<file path="src/rtl/branch_stack.sv">
// branch_stack: branch checkpoint store with the live branch mask, resolving branches
// into clear broadcasts or same-cycle map/free-list/ROB restores.
package branch_stack_pkg;
   localparam int B_MASK_WIDTH = 4;
   localparam int ARCH_REG_SZ = 32;
   localparam int PHYS_REG_SZ = 64;
   localparam int PHYS_REG_IDX = $clog2(PHYS_REG_SZ);
   localparam int ROB_SZ = 32;
   localparam int ROB_IDX = $clog2(ROB_SZ);
   typedef struct packed {
      logic [ARCH_REG_SZ-1:0][PHYS_REG_IDX-1:0] map_table;
      logic [PHYS_REG_SZ-1:0] free_list;
      logic [ROB_IDX-1:0] rob_tail;
      logic [B_MASK_WIDTH-1:0] b_m;
   } BS_ENTRY_PACKET;
endpackage

module branch_stack
   import branch_stack_pkg::*;
(
   input logic clock,
   input logic reset,
   input BS_ENTRY_PACKET [B_MASK_WIDTH-1:0] bs_entries_in,
   input logic [B_MASK_WIDTH-1:0] next_b_mask,
   input logic resolve_valid,
   input logic [B_MASK_WIDTH-1:0] resolve_mask,
   input logic resolve_mispredict,
   input logic [31:0] resolve_target_PC,
   input logic [PHYS_REG_SZ-1:0] retire_free_regs,
   output logic [B_MASK_WIDTH-1:0] b_mask_combinational,
   output logic [B_MASK_WIDTH-1:0] clear_mask,
   output logic [B_MASK_WIDTH-1:0] squash_mask,
   output logic restore_valid,
   output logic [ARCH_REG_SZ-1:0][PHYS_REG_IDX-1:0] map_table_restore,
   output logic [PHYS_REG_SZ-1:0] free_list_restore,
   output logic [ROB_IDX-1:0] rob_tail_restore,
   output logic [31:0] restore_PC
);
   logic [B_MASK_WIDTH-1:0] b_mask;
   BS_ENTRY_PACKET [B_MASK_WIDTH-1:0] entries;
   BS_ENTRY_PACKET sel;
   logic [B_MASK_WIDTH-1:0] dependents;
   logic hit, correct, mispredict;

   // Non-one-hot or stale resolutions are dropped entirely.
   assign hit = !reset && resolve_valid && $onehot(resolve_mask) && |(resolve_mask & b_mask);
   assign correct = hit && !resolve_mispredict;
   assign mispredict = hit && resolve_mispredict;

   always_comb begin
      sel = '0;
      dependents = '0;
      for (int k = 0; k < B_MASK_WIDTH; k++) begin
         sel = resolve_mask[k] ? entries[k] : sel;
         dependents[k] = b_mask[k] && |(entries[k].b_m & resolve_mask);
      end
   end

   assign restore_valid = mispredict;
   assign clear_mask = correct ? resolve_mask : '0;
   assign squash_mask = mispredict ? (resolve_mask | dependents) : '0;
   assign b_mask_combinational = reset ? '0 : (b_mask & ~clear_mask & ~squash_mask);
   assign map_table_restore = mispredict ? sel.map_table : '0;
   assign free_list_restore = mispredict ? (sel.free_list | retire_free_regs) : '0;
   assign rob_tail_restore = mispredict ? sel.rob_tail : '0;
   assign restore_PC = mispredict ? resolve_target_PC : '0;

   always_ff @(posedge clock) begin
      if (reset) begin
         b_mask <= '0;
         entries <= '0;
      end else begin
         b_mask <= restore_valid ? b_mask_combinational : next_b_mask;
         for (int k = 0; k < B_MASK_WIDTH; k++) begin
            if (!restore_valid && next_b_mask[k] && !b_mask_combinational[k]) begin
               entries[k] <= bs_entries_in[k];
               entries[k].free_list <= bs_entries_in[k].free_list | retire_free_regs;
               entries[k].b_m <= bs_entries_in[k].b_m & ~clear_mask;
            end else begin
               // Keep snapshots current with regs retired after the checkpoint.
               entries[k].free_list <= b_mask[k] ? (entries[k].free_list | retire_free_regs) : entries[k].free_list;
               entries[k].b_m <= entries[k].b_m & ~clear_mask;
            end
         end
      end
   end
endmodule

</file>
<file path="config.mk">
export PLATFORM = sky130hd
export DESIGN_NAME = branch_stack
export DESIGN_NICKNAME = d
export VERILOG_FILES = /design/src/rtl/branch_stack.sv
export SDC_FILE = /design/constraint.sdc
export NUM_CORES = 2
export LEC_CHECK = 0
export CAP_MARGIN = 0
export CORE_AREA = 5 5 577 579
export DETAILED_ROUTE_END_ITERATION = 7
export DIE_AREA = 0 0 582 584
export SLEW_MARGIN = 20
export SYNTH_ARGS = -nofsm -noshare
export SYNTH_HDL_FRONTEND = slang
export SYNTH_SLANG_ARGS = --single-unit
</file>
<file path="constraint.sdc">
create_clock -name clock -period 6.2 [get_ports clock]
set_clock_uncertainty 0.05 [all_clocks]
set_input_delay 1.24 -clock clock [delete_from_list [all_inputs] [get_ports clock]]
set_output_delay 1.24 -clock clock [all_outputs]
set_load 0.03 [all_outputs]
</file>
==> qor.log <==
INFO  clocking       clockRootBuffer=clkbuf_16
INFO  clocking       clk-insertion-delay-late=0.79ns
INFO  drt            drt-wirelength-per-cell=24.8um
INFO  setup_path     arrival=4.73ns
INFO  setup_path     worst_setup_path_start_kind=input port
INFO  place          worst_slack_after_detailed_placement=0.243ns
INFO  logic_synthesis synth_warnings=0
INFO  logic_synthesis async_set_or_reset_flop_fraction_in_the_synthesized_netlist=0%
INFO  logic_synthesis syn_inst=7,171
INFO  layout         areaGrowthSynthToFinish=47.1%
INFO  clocking       postCtsSetupBuffers=0
INFO  global_route   global_route.usage.total=17.7%
INFO  sta            grt_setup_unrepaired=false
INFO  pwr            pwr_density_cell=242nW/um2
INFO  floorplanning  dieWidth=582um
INFO  flow_run       maxCapViolations=0
INFO  pwr            leakage_power_summed_over_all_cells=0.0331uW
INFO  clocking       ctsLongestPathBuffers=4
INFO  logic_synthesis post_synth_xor_area_fraction=0%
INFO  drt            detail_route.vias_per_cell=4.31
INFO  drt            number_of_nets_still_failing_antenna_checks_after_routing=0
INFO  global_route   largest_net_degree_at_the_start_of_global_routing=181
INFO  sta            timing.slew.headroom=24.5%
INFO  layout         post-route-cell-area=80,800um2
INFO  drt            drcViolationCount=0
INFO  logic_synthesis synthTopCellsByArea=dfxtp_1 (39%), mux2i_1 (19%), nand2_1 (18%)
INFO  hold_path      hold_path_class=register to register
INFO  clocking       clock_sink_count=1,060
INFO  drt            totalWireLength=318mm
INFO  setup_path     ff2ff_setup_slack=2.48ns
INFO  logic_synthesis synth-adder-area-share=0.0820%
INFO  setup_path     worstPathMaxFanout=54
INFO  logic_synthesis syn-num-nets=8,342
INFO  clocking       cts_tree=yes
INFO  hold_path      hp-start=entries[661]
INFO  global_route   grt_antenna_before_repair=170
INFO  floorplanning  initial_core_util=16.8%
INFO  logic_synthesis syn-cell-area=54,900um2
INFO  floorplanning  chipHeight=584um
INFO  setup_path     timing_worst_setup_path_type=input port to output pin
INFO  clocking       cts_hold_buf=0
INFO  clocking       tritoncts.num_buffers=137
INFO  logic_synthesis yosysTopAreaCell=dfxtp_1
INFO  global_route   globalRouteOverflowTotal=0
INFO  sta            postLayoutSetupSlackWorst=0.181ns
INFO  clocking       cts-htree-levels=4
INFO  place          globalplace.congestion=0.909
INFO  layout         nets=9,450
INFO  drt            drt-pass1-iter-count=7
INFO  setup_path     critical_path.endpoint_type=output pin
INFO  logic_synthesis synth_compound_area_share=14.5%
INFO  sta            period_needed=6.02ns
INFO  logic_synthesis synth_simple_gate_area_share=21.4%
INFO  sta            totalNegativeSetupSlack=0ns
INFO  sta            tightest_slew=1.13ns
INFO  sta            hold_ws=0.401ns
INFO  logic_synthesis avgSynthCellArea=7.66um2
INFO  drt            drt_iter0_markers=4,505
INFO  sta            drv_slew=0
INFO  logic_synthesis ys_dominant_reg_cell=dfxtp_1
INFO  logic_synthesis synth.mux.area_fraction=19.2%
INFO  logic_synthesis synthMostInstantiatedCell=nand2_1
INFO  hold_path      worst_hold_path.endpoint=entries[661]
INFO  pwr            vdd.ir_drop.worst=170uV
INFO  floorplanning  dieArea=340,000um2
INFO  logic_synthesis post_synth_most_frequent_cells=nand2_1 (2,619), dfxtp_1 (1,060), mux2i_1 (1,056), o21ai_0 (520), clkbuf_1 (482)
INFO  clocking       cts.reportedPaths.clkPinSlew=0.06ns
INFO  layout         layout-drive-gt1-share=8.70%
INFO  run_status     status=completed
INFO  floorplanning  fp.coreArea=327,000um2
INFO  setup_path     ff2ff_path_depth=8
INFO  drt            route.vias.total=55,200
INFO  place          placement.cell_area=76,000um2
INFO  setup_path     endpoint_of_the_worst_register_to_register_path=entries[24]
INFO  sta            report.final.hold_viol_count=0
INFO  floorplanning  num_rows=210
INFO  sta            setup_violations=0
INFO  logic_synthesis synth.yosys.seq_area_share=38.6%
INFO  floorplanning  design.portCount=1,474
INFO  logic_synthesis synth_edf_count=0
INFO  clocking       postCtsResizedCells=0
INFO  setup_path     rr_startpoint=b_mask[2]
INFO  logic_synthesis main_combinational_cell_family_by_area_after_synthesis=simple AND/OR/NAND/NOR gates
INFO  logic_synthesis synth.ff_latch_count=1,060
INFO  sta            final.period_utilization=97.1%
INFO  logic_synthesis synth_cell_type_count=36
INFO  place          detailed_place_hpwl=247mm
INFO  global_route   grt_pass1_vias=52,000
INFO  place          io_buffers=1,469
INFO  logic_synthesis post-synth-top-area-fraction=38.6%
INFO  setup_path     crit_required=4.91ns
INFO  global_route   first_pass_grt_wire_length=429mm
INFO  hold_path      worstHoldPathCells=2
INFO  sta            timing.fmax=166MHz
==> sequential cells by signal, summed over array words and instances (netlist names) <==
register / cells
entries: 1056
b_mask: 4
==> critical path, cell delays in order <==
cell,delay (ns)
buf_8,0.13
inv_1,0.13
fa_1,0.52
inv_1,0.04
ha_1,0.17
ha_1,0.30
nor3b_2,0.45
o2111ai_4,0.25
buf_12,0.23
buf_4,0.34
a21oi_1,0.46
buf_12,0.21
==> layer usage <==
layer,vias to the layer above,GRT usage (%),part of all wire [%]
met1,26200,21.5,40
met5,-,0,0.16
met2,2264,28.7,46
met3,541,5.56,8.9
li1,26100,-,-
met4,84,7.90,4.9
==> per-stage QoR <==
step | util, % | total power [uW] | std cells
final | 24.7 | 19500 | 12800
after global routing | 24.7 | 20300 | 12800
after CTS | 24.7 | 19800 | 12700
after detailed placement | 23.3 | 11200 | 12500
after global placement | 23.3 | 11200 | 12500
after floorplan | - | 9530 | 7171
==> area by class of cell <==
class | instances | area [um2]
antenna | 97 | 243
inverter | 82 | 323
multi-input combinational | 5339 | 30400
sequential | 1060 | 21200
clock buffer | 187 | 3850
fill | 35800 | 246000
clock inverter | 51 | 729
tap | 4346 | 5440
timing repair buffer | 1659 | 18600
==> where the power goes <==
part	internal (uW)	leakage (uW)	switching, uW
Clock	4970	0.00224	3470
Combinational	1600	0.0221	1870
Sequential	7350	0.00877	273
Total	13900	0.0331	5610
==> cell families after synthesis <==
logic type,Yosys count
and+or+nand+nor,2954
DFF,1060
AOI/OAI and AO/OA,1326
buffers and inverters,772
muxes,1056
adders and majority gates,3
==> how the worst max path moves through the flow <==
stage / startpoint / endpoint / slack (ns) / cells after the start
floorplan: resolve_mask[0] / b_mask_combinational[3] / 0.08 / 12
global placement: resolve_mask[1] / map_table_restore[38] / 0.26 / 12
detailed placement: resolve_mask[1] / map_table_restore[38] / 0.24 / 12
CTS: resolve_mask[1] / map_table_restore[38] / 0.22 / 12
global route: resolve_mask[1] / map_table_restore[38] / 0.11 / 12
finish: resolve_mask[1] / map_table_restore[38] / 0.18 / 12
==> cell usage in the layout (no fill, tap or decap), types with 10 or more instances in the layout <==
| cell | Yosys | layout |
|---|---|---|
| clkinv_2 | 0 | 15 |
| inv_6 | 0 | 10 |
| buf_4 | 75 | 239 |
| nor2_1 | 67 | 67 |
| clkbuf_8 | 0 | 21 |
| a21o_1 | 192 | 192 |
| nand3_1 | 24 | 24 |
| clkdlybuf4s50_1 | 0 | 1159 |
| diode_2 | 0 | 97 |
| and2_1 | 32 | 32 |
| o21ai_0 | 520 | 519 |
| clkbuf_16 | 0 | 138 |
| nand2_1 | 2619 | 2619 |
| buf_12 | 0 | 257 |
| a21oi_1 | 334 | 334 |
| inv_1 | 80 | 79 |
| nand2b_1 | 198 | 198 |
| dfxtp_1 | 1060 | 1056 |
| mux2i_1 | 1056 | 1056 |
| o211ai_1 | 198 | 198 |
| a221oi_1 | 64 | 64 |
| bufinv_16 | 0 | 14 |
| clkbuf_1 | 482 | 28 |
(Power assumes the default switching activity.)
